File: config.mk
export PLATFORM = sky130hd
export DESIGN_NAME = ps2_scancode_decoder_flat
export DESIGN_NICKNAME = d
export VERILOG_FILES = /design/src/rtl/ps2_scancode_decoder_if.sv /design/src/rtl/ps2_scancode_decoder.sv /design/src/flat_wrapper.sv
export SDC_FILE = /design/constraint.sdc
export NUM_CORES = 1
export LEC_CHECK = 0
export ABC_AREA = 1
export BUFFER_PORTS_ARGS = -buffer_cell sky130_fd_sc_hd__buf_2
export CORE_ASPECT_RATIO = 0.7
export CORE_MARGIN = 10
export CORE_UTILIZATION = 53
export DETAILED_ROUTE_END_ITERATION = 16
export PLACE_DENSITY = 0.85
export SLEW_MARGIN = 20
export SYNTH_ARGS = -nofsm -noshare
export SYNTH_HDL_FRONTEND = slang
export SYNTH_SLANG_ARGS = --single-unit
File: constraint.sdc
create_clock -name clk -period 2.1 [get_ports clk]
set_input_delay 0.21 -clock clk [delete_from_list [all_inputs] [get_ports clk]]
set_output_delay 0.21 -clock clk [all_outputs]
set_load 0.01 [all_outputs]
File: src/rtl/ps2_scancode_decoder_if.sv
// Byte stream from the PS/2 receiver plus the key-event handshake toward the mapper.
// Handshake: an event transfers on a cycle where key_valid && key_ready; head fields hold while key_valid is high.
interface ps2_scancode_decoder_if;
   logic [7:0] rx_data;
   logic       rx_valid;
   logic       rx_error;
   logic [7:0] key_code;
   logic       key_ext;
   logic       key_release;
   logic       key_valid;
   logic       key_ready;
   logic       overflow;

   modport master (
      output rx_data, rx_valid, rx_error, key_ready,
      input  key_code, key_ext, key_release, key_valid, overflow
   );

   modport slave (
      input  rx_data, rx_valid, rx_error, key_ready,
      output key_code, key_ext, key_release, key_valid, overflow
   );
endinterface

File: src/rtl/ps2_scancode_decoder.sv
// Scan-code set 2 parser: strips E0/F0 prefixes, swallows Pause, replies and fake shifts,
// and queues {ext, rel, code} key events in a show-ahead FIFO.
module ps2_scancode_decoder #(
   parameter int FIFO_DEPTH = 4
) (
   input  logic                   clk,
   input  logic                   rst,
   ps2_scancode_decoder_if.slave  bus,
   output logic [2:0]             o_state
);
   localparam int AW = $clog2(FIFO_DEPTH);

   typedef enum logic [2:0] {
      IDLE   = 3'd0,
      EXT    = 3'd1,
      BRK    = 3'd2,
      EXTBRK = 3'd3,
      PAUSE  = 3'd4
   } state_t;

   state_t      r_state, w_state_nxt;
   logic [2:0]  r_pause_cnt, w_pause_cnt_nxt;
   logic        w_emit;
   logic [9:0]  w_event;

   logic [9:0]  r_mem [FIFO_DEPTH];
   logic [AW:0] r_wr_ptr, r_rd_ptr;
   logic        r_overflow;
   logic        w_full, w_empty, w_pop, w_push;
   logic [7:0]  w_b;
   logic        w_prefix;

   assign w_b      = bus.rx_data;
   assign w_prefix = (w_b == 8'hE0) || (w_b == 8'hE1) || (w_b == 8'hF0);

   always_ff @(posedge clk or posedge rst) begin
      if (rst) begin
         r_state     <= IDLE;
         r_pause_cnt <= 3'd0;
      end else begin
         r_state     <= w_state_nxt;
         r_pause_cnt <= w_pause_cnt_nxt;
      end
   end

   always_comb begin
      w_state_nxt     = r_state;
      w_pause_cnt_nxt = r_pause_cnt;
      w_emit          = 1'b0;
      w_event         = 10'd0;
      if (bus.rx_error) begin
         w_state_nxt     = IDLE;
         w_pause_cnt_nxt = 3'd0;
      end else if (bus.rx_valid) begin
         case (r_state)
            IDLE: begin
               case (w_b)
                  8'hE0: w_state_nxt = EXT;
                  8'hF0: w_state_nxt = BRK;
                  8'hE1: begin
                     w_state_nxt     = PAUSE;
                     w_pause_cnt_nxt = 3'd6;
                  end
                  // controller replies and self-test results, not key transitions
                  8'hAA, 8'hEE, 8'hFA, 8'hFC, 8'hFD, 8'hFE, 8'hFF, 8'h00: ;
                  default: begin
                     w_emit  = 1'b1;
                     w_event = {2'b00, w_b};
                  end
               endcase
            end
            EXT: begin
               if (w_b == 8'hF0) begin
                  w_state_nxt = EXTBRK;
               end else if (w_b == 8'hE0) begin
                  w_state_nxt = EXT;
               end else begin
                  w_state_nxt = IDLE;
                  if (w_b != 8'h12 && w_b != 8'h59) begin
                     w_emit  = 1'b1;
                     w_event = {2'b10, w_b};
                  end
               end
            end
            BRK: begin
               w_state_nxt = IDLE;
               if (!w_prefix) begin
                  w_emit  = 1'b1;
                  w_event = {2'b01, w_b};
               end
            end
            EXTBRK: begin
               w_state_nxt = IDLE;
               if (!w_prefix && w_b != 8'h12 && w_b != 8'h59) begin
                  w_emit  = 1'b1;
                  w_event = {2'b11, w_b};
               end
            end
            PAUSE: begin
               if (r_pause_cnt == 3'd0) begin
                  w_state_nxt = IDLE;
                  w_emit      = 1'b1;
                  w_event     = {2'b10, 8'h77};
               end else begin
                  w_pause_cnt_nxt = r_pause_cnt - 3'd1;
               end
            end
            default: begin
               w_state_nxt     = IDLE;
               w_pause_cnt_nxt = 3'd0;
            end
         endcase
      end
   end

   assign w_empty = (r_wr_ptr == r_rd_ptr);
   assign w_full  = (r_wr_ptr[AW-1:0] == r_rd_ptr[AW-1:0]) && (r_wr_ptr[AW] != r_rd_ptr[AW]);
   assign w_pop   = !w_empty && bus.key_ready;
   // a pop frees the slot this same edge, so a full FIFO still accepts the write
   assign w_push  = w_emit && (!w_full || w_pop);

   always_ff @(posedge clk) begin
      if (w_push) r_mem[r_wr_ptr[AW-1:0]] <= w_event;
   end

   always_ff @(posedge clk or posedge rst) begin
      if (rst) begin
         r_wr_ptr   <= '0;
         r_rd_ptr   <= '0;
         r_overflow <= 1'b0;
      end else begin
         if (w_push) r_wr_ptr <= r_wr_ptr + 1'b1;
         if (w_pop)  r_rd_ptr <= r_rd_ptr + 1'b1;
         r_overflow <= w_emit && w_full && !w_pop;
      end
   end

   // head fields forced to zero when empty so reset shows a clean idle bus
   assign bus.key_valid   = !w_empty;
   assign bus.key_code    = w_empty ? 8'h00 : r_mem[r_rd_ptr[AW-1:0]][7:0];
   assign bus.key_release = w_empty ? 1'b0  : r_mem[r_rd_ptr[AW-1:0]][8];
   assign bus.key_ext     = w_empty ? 1'b0  : r_mem[r_rd_ptr[AW-1:0]][9];
   assign bus.overflow    = r_overflow;
   assign o_state         = r_state;
endmodule
File: src/flat_wrapper.sv
// flat-port wrapper written by rule: the top's interface ports become plain ports
module ps2_scancode_decoder_flat 
#(
   parameter int FIFO_DEPTH = 4
)
  (clk, rst, o_state, bus_rx_data, bus_rx_valid, bus_rx_error, bus_key_ready, bus_key_code, bus_key_ext, bus_key_release, bus_key_valid, bus_overflow);
  ps2_scancode_decoder_if bus_i ();
  input  logic clk;
  input  logic rst;
  output logic [2:0] o_state;
  input wire logic [$bits(bus_i.rx_data)-1:0] bus_rx_data;
  input wire logic [$bits(bus_i.rx_valid)-1:0] bus_rx_valid;
  input wire logic [$bits(bus_i.rx_error)-1:0] bus_rx_error;
  input wire logic [$bits(bus_i.key_ready)-1:0] bus_key_ready;
  output wire logic [$bits(bus_i.key_code)-1:0] bus_key_code;
  output wire logic [$bits(bus_i.key_ext)-1:0] bus_key_ext;
  output wire logic [$bits(bus_i.key_release)-1:0] bus_key_release;
  output wire logic [$bits(bus_i.key_valid)-1:0] bus_key_valid;
  output wire logic [$bits(bus_i.overflow)-1:0] bus_overflow;
  assign bus_i.rx_data = bus_rx_data;
  assign bus_i.rx_valid = bus_rx_valid;
  assign bus_i.rx_error = bus_rx_error;
  assign bus_i.key_ready = bus_key_ready;
  assign bus_key_code = bus_i.key_code;
  assign bus_key_ext = bus_i.key_ext;
  assign bus_key_release = bus_i.key_release;
  assign bus_key_valid = bus_i.key_valid;
  assign bus_overflow = bus_i.overflow;
  ps2_scancode_decoder #(.FIFO_DEPTH(FIFO_DEPTH)) u_core (.clk(clk), .rst(rst), .bus(bus_i), .o_state(o_state));
endmodule
==> results_dict.tcl, run 1 <==
set metrics [dict create \
    drive_above_1_share_pct 18.9 \
    syn_inst 309 \
    final.setup.tns_ps 0 \
    tightest_slew_ps 494 \
    synth_edf_count 40 \
    ys_ff_latch 53 \
    antenna_found_initial 0 \
    synth.area.top_cells "edfxtp_1, dfrtp_1, nand2_1" \
    grt_pass1_vias 1967 \
    period_needed_ps 1900 \
    vias_per_cell 5.32 \
    ys_seq_area_share_pct 55.5 \
    start_util_pct 56.3 \
    nNetsFinal 368 \
    antenna_cells 0 \
    rsz0062_at_grt "no" \
    coreArea_mm2 0.00489 \
    die_h_um 80.3 \
    power_mw 3.56 \
    cpPeakStageDelay_ps 450 \
    finalCritPeriodShare_pct 90.5 \
    first_pass_iters 6 \
    ir_worst_vdd_uv 427 \
    cts_tree "yes" \
    port_buffers 27 \
    setup_violations 0 \
    grt_overflow_total 0 \
    status "finished clean" \
    detail-route-antenna-nets 0 \
    cpMaxStageDelayCell "dfrtp_1" \
    cts_root_buf "clkbuf_8" \
    ys.flop_type "edfxtp_1" \
    path_max_fanout 10 \
    io_pins 28 \
    dp_hpwl_um 4390 \
    clock-sinks 53 \
    path_common_cell "nor2_1" \
    cp.required_ps 2100 \
    postPlaceCellArea_mm2 0.00301 \
    drc_errors 0 \
    cts_max_level 2 \
    grt_pass1_wl_um 9800 \
    path_cells "nor2_1, nand2_1, nor2_1, nand3_1, nand4_4, nand3_2, nor2_1, buf_4" \
    cts_buffers 5 \
    max_slew_margin_pct 67.0 \
    crit_buf_inv 1 \
    rows 21 \
    areaGrowthSynthToFinish_pct 14.2 \
    holdCritPathClass "input port to flip-flop" \
    clkLatencyLatePin_ps 300 \
    async_reset_ff_share_pct 24.5 \
    grt_use_total_pct 13.8 \
    synth.top_cell.area_share_pct 43.6 \
    wirelength_um 6000 \
    path_class "flip-flop to flip-flop" \
    syn_avg_cell_area_um2 8.91 \
    yosysTopAreaCell "edfxtp_1" \
    grt_start_max_net_pins 22 \
    endpoint_kind "flip-flop" \
    maxCapViolCount 0 \
    synth.cell_area_mm2 0.00275 \
    drtIter0Drc 195 \
    leakagePower_nw 1.38 \
    yosysWarnings 0 \
    synth_cell_types 27 \
    die_area_mm2 0.00852 \
    wire_per_inst_um 14.3 \
    cp_top_family "simple AND/OR/NAND/NOR gates" \
    via_count 2225 \
    cts_buffer_depth 2 \
    report.final.slew_viol_count 0 \
    final.setup_skew_ps 14.1 \
    die_width_um 106 \
    cp.arrival_ps 1900 \
    timing.fmax_ghz 0.526 \
    syn_nets 329 \
    gp_congestion 0.963 \
    worst_setup_path_start_kind "flip-flop" \
    hold_viol 0 \
    design_area_mm2 0.00314 \
    cts.clk_slew.worst_paths_ps 100 \
    pwr_density_cell_mw_per_mm2 1130 \
]
[worst min-delay path: stages]
cell     delay (ps)
buf_2           120
nand3_1          90
xnor2_1          60
[synth_stat cells, types with 2 or more instances]
| master | n |
|---|---|
| nor2_2 | 3 |
| inv_1 | 42 |
| o21ai_0 | 27 |
| dfrtp_1 | 13 |
| ha_1 | 7 |
| xor2_1 | 2 |
| a21oi_1 | 8 |
| nor3_1 | 2 |
| clkbuf_1 | 7 |
| o22ai_1 | 10 |
| xnor2_1 | 3 |
| nand2_1 | 55 |
| inv_2 | 2 |
| nand2_2 | 6 |
| a31oi_1 | 3 |
| nand4_1 | 7 |
| edfxtp_1 | 40 |
| nand3_1 | 12 |
| nor2_1 | 51 |
| o21ai_1 | 2 |
[per-stage QoR]
| step | hold slack (ps) | setup WS (ps) | utilization, % | std cells |
|---|---|---|---|---|
| 2_1_floorplan | 87.0 | 14.8 | - | 309 |
| 3_3_place_gp | 253 | 252 | 61.6 | 406 |
| 3_5_place_dp | 260 | 168 | 61.6 | 406 |
| 4_1_cts | 212 | 7.27 | 63.7 | 415 |
| 5_1_grt | 226 | 15.6 | 64.3 | 418 |
| 6_report | 212 | 199 | 64.3 | 418 |
[power breakdown]
| part | switching (mW) | internal, mW | total [mW] |
|---|---|---|---|
| clock network | 0.332 | 0.243 | 0.574 |
| registers | 0.124 | 1.29 | 1.41 |
| logic | 0.986 | 0.589 | 1.58 |
| total | 1.44 | 2.12 | 3.56 |
[cell type report]
type                       instances  area, µm²
tap                               69       86.3
timing repair inverter             2       15.0
multi-input combinational        204       1030
sequential                        53       1530
timing repair buffer              38        220
clock buffer                       5       68.8
fill                             408       1740
inverter                          44        169
clock inverter                     3       26.3
[final timing paths]
| path | startpoint | end | slack (ps) | cells past startpoint |
|---|---|---|---|---|
| worst max register to register | u_core.o_state[0] | u_core.r_mem[1][7] | 200 | 8 |
| max in group asynchronous | rst | u_core.o_state[2] | 1280 | 3 |
| worst min-delay path | bus_key_ready | u_core.r_rd_ptr[2] | 210 | 3 |
| min in group asynchronous | rst | u_core.r_wr_ptr[2] | 460 | 3 |
| worst max-delay path | u_core.o_state[0] | u_core.r_mem[1][7] | 200 | 8 |
| worst min register to register | u_core.r_rd_ptr[2] | u_core.r_rd_ptr[2] | 510 | 1 |
[sequential cells by signal, summed over array words and instances (netlist names)]
| name | cells |
|---|---|
| u_core.r_mem | 40 |
| u_core.o_state | 3 |
| u_core.r_rd_ptr | 3 |
| u_core.r_pause_cnt | 3 |
| u_core.r_wr_ptr | 3 |
| u_core.bus.overflow | 1 |
[cells by family after synthesis]
kind of cell / after synthesis / share of synthesized area [%]
AND/OR/NAND/NOR: 140 / 22.4
AO/OA/AOI/OAI: 52 / 10.2
buffers and inverters: 52 / 7.14
adder cells (fa/ha/maj): 7 / 3.18
XOR/XNOR: 5 / 1.59
flip-flops: 53 / 55.5
[timing repair]
item	CTS	global route
gates resized for setup	0	7
hold buffers	1	0
endpoints found under the setup margin	0	55
hold endpoints to repair	13	0
setup buffers	0	1
[placed cells by master (no fill, tap or decap), types with 4 or more instances in the layout]
cell type and count:
a21oi_1 8, buf_2 27, buf_4 10, clkbuf_8 5, clkinvlp_4 5, dfrtp_1 11, edfxtp_1 40, ha_1 7
inv_1 39, inv_2 4, nand2_1 55, nand2_2 6, nand3_1 12, nand4_1 7, nor2_1 51, o21ai_0 27
o22ai_1 10
[per-layer routing]
metal / GRT usage (%) / part of all wire (%) / vias up
li1: - / - / 1103
met5: 0 / 0 / -
met1: 20.1 / 46 / 1008
met3: 3.75 / 11 / 2
met4: 2.02 / 0.32 / 0
met2: 20.3 / 43 / 112
(Power assumes the default switching activity.)
==> inputs of run 2 (changes only) <==
- CORE_ASPECT_RATIO: 0.7 -> not set
- CORE_UTILIZATION: 53 -> 39
- CTS_BUF_LIST: not set -> sky130_fd_sc_hd__clkbuf_4 sky130_fd_sc_hd__clkbuf_8 sky130_fd_sc_hd__clkbuf_16
- PLACE_DENSITY: 0.85 -> 0.68
==> run 2 against run 1 <==
Setup slack worse by 13 ps. Die area is 27% higher. Power is 2.3% lower. Core utilization is 18 points lower. Largest cell class unchanged.
==> results_dict.tcl, run 2 (synthesis gave the netlist of run 1 again) <==
set metrics [dict create \
    setup_slack_ps 186 \
    multiInputGateArea_mm2 0.00103 \
    first_pass_iters 4 \
    wirelength_um 5640 \
    grt_pass1_vias 1998 \
    maxCapViolCount 0 \
    drive_above_1_share_pct 17.3 \
    final_util_pct 46.2 \
    drtIter0Drc 107 \
    die_area_mm2 0.0108 \
    cts_buffer_depth 2 \
    final.setup.tns_ps 0 \
    path_class "flip-flop to flip-flop" \
    hold_viol 0 \
    rows 30 \
    cts_setup_buffers 0 \
    max_slew_margin_pct 67.4 \
    final_common_cell "nand2_1" \
    cts.clk_slew.worst_paths_ps 90 \
    timing.fmax_ghz 0.523 \
    coreArea_mm2 0.00683 \
    final.setup_skew_ps 7.05 \
    nNetsFinal 365 \
    layout_common_cells "nand2_1, nor2_1, inv_1, edfxtp_1" \
    grt_use_total_pct 10.5 \
    drc_errors 0 \
    cts_tree "yes" \
    detail-route-antenna-nets 0 \
    cts_root_buf "clkbuf_8" \
    postPlaceCellArea_mm2 0.00304 \
    io_pins 28 \
    holdCritPathClass "input port to flip-flop" \
    regArea_mm2 0.00153 \
    cp.required_ps 2110 \
    antenna_cells 0 \
    start_util_pct 40.3 \
    finalCritPeriodShare_pct 91.1 \
    rsz0062_at_grt "no" \
    clkLatencyLatePin_ps 310 \
    endpoint_kind "flip-flop" \
    dp_hpwl_um 4450 \
    period_needed_ps 1910 \
    design_area_mm2 0.00315 \
    p_seq_share_pct 40.3 \
    antenna_found_initial 0 \
    worst_setup_path_start_kind "flip-flop" \
    dp_slack_ps 140 \
    pwr_density_cell_mw_per_mm2 1100 \
    intPower_mw 2.09 \
    comb_power_share_pct 43.0 \
    clkPwrFrac_pct 16.7 \
    grt_overflow_total 0 \
    port_buffers 27 \
    clock-sinks 53 \
    ir_worst_vdd_uv 425 \
    tightest_slew_ps 488 \
    report.final.slew_viol_count 0 \
    hold_ws_ps 203 \
    path_max_fanout 10 \
    cp.arrival_ps 1930 \
    setup_violations 0 \
    grt_pass1_wl_um 9620 \
    largest_register_ffs 40 \
    via_count 2070 \
    status "finished clean" \
    fillCellCount 694 \
    cts_buffers 5 \
    cts_max_level 2 \
    leakagePower_nw 1.38 \
    swShare_pct 40.0 \
    netSwitchingPower_mw 1.39 \
    die_width_um 104 \
    gp_congestion 0.892 \
    grt_start_max_net_pins 22 \
    wire_per_inst_um 12.8 \
    die_h_um 104 \
    vias_per_cell 4.68 \
    areaGrowthSynthToFinish_pct 14.5 \
]
## run 2: final cells by class
type | instances | area share [%]
Sequential cell | 53 | 48.4
Multi-Input combinational cell | 204 | 32.7
Timing Repair Buffer | 37 | 6.75
Inverter | 44 | 5.36
Tap cell | 96 | 3.81
Clock buffer | 5 | 2.18
Clock inverter | 3 | 0.833
## run 2: repair_timing
action / 4_1_cts / 5_1_grt
hold endpoints to repair: 13 / 0
endpoints found under the setup margin: 0 / 54
hold buffers: 1 / 0
resized for setup: 0 / 2
## run 2: critical path, cell delays in order, from the launching register on
cell and delay [ps]:
dfrtp_1 490, inv_2 140, nand2_1 90, nor2_1 160
nand3_1 160, nand4_4 130, nand3_2 140, nor2_1 120
buf_4 200
## run 2: routing by layer
layer / wire (µm) / track usage, % / up-vias
met5: 0 / 0 / -
met2: 2510 / 16.2 / 48
met1: 2790 / 14.3 / 925
li1: - / - / 1091
met4: 48 / 2.39 / 0
met3: 297 / 2.79 / 6
## run 2: worst paths after layout
check,from,to,slack [ps],depth (start not counted)
max in group asynchronous,rst,u_core.r_rd_ptr[1],1310,3
min in group asynchronous,rst,u_core.r_pause_cnt[2],460,3
worst min register to register,u_core.r_rd_ptr[2],u_core.r_rd_ptr[2],510,1
worst max register to register,u_core.o_state[2],u_core.r_mem[1][1],190,8
worst max-delay path,u_core.o_state[2],u_core.r_mem[1][1],190,8
worst min-delay path,bus_key_ready,u_core.r_rd_ptr[2],200,3
## run 2: power groups by stage
stage / Clock, mW / Sequential [mW] / Combinational (mW)
floorplan: 0 / 1.39 / 1.03
CTS: 0.604 / 1.40 / 1.52
detailed placement: 0 / 1.42 / 1.51
global route: 0.645 / 1.42 / 1.73
finish: 0.582 / 1.40 / 1.50
global placement: 0 / 1.42 / 1.49
## run 2: per-stage QoR
step | cells | total power, mW
finish | 442 | 3.48
global placement | 433 | 2.90
floorplan | 309 | 2.41
global route | 442 | 3.80
detailed placement | 433 | 2.93
CTS | 442 | 3.52
==> inputs of run 3 (changes only) <==
- CELL_PAD_IN_SITES_DETAIL_PLACEMENT: not set -> 0
- CELL_PAD_IN_SITES_GLOBAL_PLACEMENT: not set -> 1
- GPL_TIMING_DRIVEN: not set -> 0
- PLACE_DENSITY: 0.68 -> 0.82
==> run 3 against run 2 <==
Core utilization up 1.9 points. Via count up 3.5%. Critical path depth up 1. Hold slack worse by 3.9 ps. Critical endpoint is now u_core.r_mem[1][7]. Setup slack worse by 18 ps. Maximum frequency down 0.93%. Power up 4.1%. Global-route usage up 1.3 points. Sequential share of layout area down 1.9 points.
==> results_dict.tcl, run 3 (synthesis gave the netlist of run 1 again) <==
set metrics [dict create \
    first_pass_iters 4 \
    comb_power_share_pct 45.4 \
    final_util_pct 48.1 \
    grt_pass1_wl_um 10500 \
    final.setup_skew_ps 3.73 \
    rsz0062_at_grt "no" \
    status "finished clean" \
    worst_setup_path_start_kind "flip-flop" \
    path_max_fanout 10 \
    clkLatencyLatePin_ps 310 \
    cts_buffers 5 \
    worstRegToRegCells 9 \
    period_needed_ps 1930 \
    cts_root_buf "clkbuf_8" \
    hold_depth 3 \
    drtIter0Drc 129 \
    timing.fmax_ghz 0.518 \
    coreArea_mm2 0.00683 \
    endpoint_kind "flip-flop" \
    max_slew_margin_pct 65.2 \
    cts_tree "yes" \
    cp.arrival_ps 1960 \
    wirelength_um 6250 \
    die_h_um 104 \
    layout_common_cells "nand2_1, nor2_1, inv_1, edfxtp_1, buf_2" \
    via_count 2142 \
    grt_overflow_total 0 \
    pwr_density_cell_mw_per_mm2 1100 \
    p_seq_share_pct 38.6 \
    dp_hpwl_um 4370 \
    ir_worst_vdd_uv 346 \
    vias_per_cell 4.77 \
    cp.required_ps 2130 \
    setup_violations 0 \
    drc_errors 0 \
    power_mw 3.62 \
    grt_use_total_pct 11.8 \
    cts_max_level 2 \
    start_util_pct 40.3 \
    largest_register_ffs 40 \
    grt_start_max_net_pins 17 \
    io_pins 28 \
    gp_congestion 0.795 \
    holdCritPathClass "input port to flip-flop" \
    maxCapViolCount 0 \
    clock-sinks 53 \
    wire_per_inst_um 13.9 \
    antenna_cells 0 \
    nNetsFinal 372 \
    tightest_slew_ps 521 \
    die_area_mm2 0.0108 \
    report.final.slew_viol_count 0 \
    grt_pass1_vias 2182 \
    hold_viol 0 \
    finalCritPeriodShare_pct 92.0 \
    rows 30 \
    antenna_found_initial 0 \
    detail-route-antenna-nets 0 \
    netSwitchingPower_mw 1.47 \
    cts.clk_slew.worst_paths_ps 90 \
    cts_buffer_depth 2 \
    drive_above_1_share_pct 21.2 \
    final_common_cell "nand2_1" \
    port_buffers 27 \
    path_class "flip-flop to flip-flop" \
    fin_cells 449 \
    die_width_um 104 \
    leakagePower_nw 1.43 \
    clkPwrFrac_pct 16.0 \
    swShare_pct 40.6 \
    intPower_mw 2.15 \
    dp_cells 432 \
    areaGrowthSynthToFinish_pct 19.3 \
]
[run 3: final timing paths]
| check | slack (ps) | endpoint | startpoint |
|---|---|---|---|
| max in group asynchronous | 1290 | u_core.r_wr_ptr[0] | rst |
| setup reg to reg | 170 | u_core.r_mem[1][7] | u_core.o_state[2] |
| hold reg to reg | 500 | u_core.r_rd_ptr[2] | u_core.r_rd_ptr[2] |
| min in group asynchronous | 470 | u_core.r_rd_ptr[1] | rst |
| hold / removal | 200 | u_core.r_rd_ptr[2] | bus_key_ready |
| setup / recovery | 170 | u_core.r_mem[1][7] | u_core.o_state[2] |
[run 3: layout make-up]
class	count	area (µm²)
plain buffers	8	38.8
clock buffers	6	76.3
clock inverters	2	15.0
fillers	678	3550
inverters	44	165
multi-input cells	204	1090
flip-flops and latches	53	1530
well taps	96	120
repair buffers	36	255
[run 3: metal layers]
| metal | global-route usage, % | wire length (µm) | up-vias | share of wire, % |
|---|---|---|---|---|
| li1 | - | - | 1103 | - |
| met1 | 13.7 | 2760 | 992 | 44 |
| met2 | 20.2 | 3130 | 38 | 50 |
| met3 | 2.42 | 238 | 9 | 3.8 |
| met4 | 5.27 | 112 | 0 | 1.8 |
| met5 | 0 | 0 | - | 0 |
[run 3: repair_timing]
action                     CTS  global route
hold buffers                 1             0
pin swaps                    4             5
setup buffers                5             3
setup endpoints to repair   40            79
hold endpoints to repair    13             0
gates resized for setup      9            20
[run 3: critical path, cell delays in order (launching register included)]
cell and delay, ps:
dfrtp_1 380, buf_2 180, inv_2 110, nand2_1 100, nor2_2 150, nand3_2 120, nand4_4 130, nand3_4 170
nor2_4 160, buf_12 150
[run 3: power groups by stage]
| stage | clock, mW | sequential (mW) | combinational, mW |
|---|---|---|---|
| after global routing | 0.629 | 1.42 | 1.88 |
| after CTS | 0.588 | 1.39 | 1.61 |
| after floorplan | 0 | 1.39 | 1.03 |
| after detailed placement | 0 | 1.41 | 1.52 |
| final | 0.581 | 1.40 | 1.64 |
| after global placement | 0 | 1.41 | 1.49 |
[run 3: through the flow]
| stage | worst slack, ps | hold slack, ps | cell area, µm² | TNS (ps) |
|---|---|---|---|---|
| after floorplan | 14.8 | 87.0 | 2750 | 0 |
| after global placement | -515 | 257 | 3010 | -18760 |
| after detailed placement | -514 | 273 | 3010 | -19470 |
| after CTS | 7.59 | 199 | 3230 | 0 |
| after global routing | 1.99 | 218 | 3280 | 0 |
| final | 168 | 199 | 3280 | 0 |
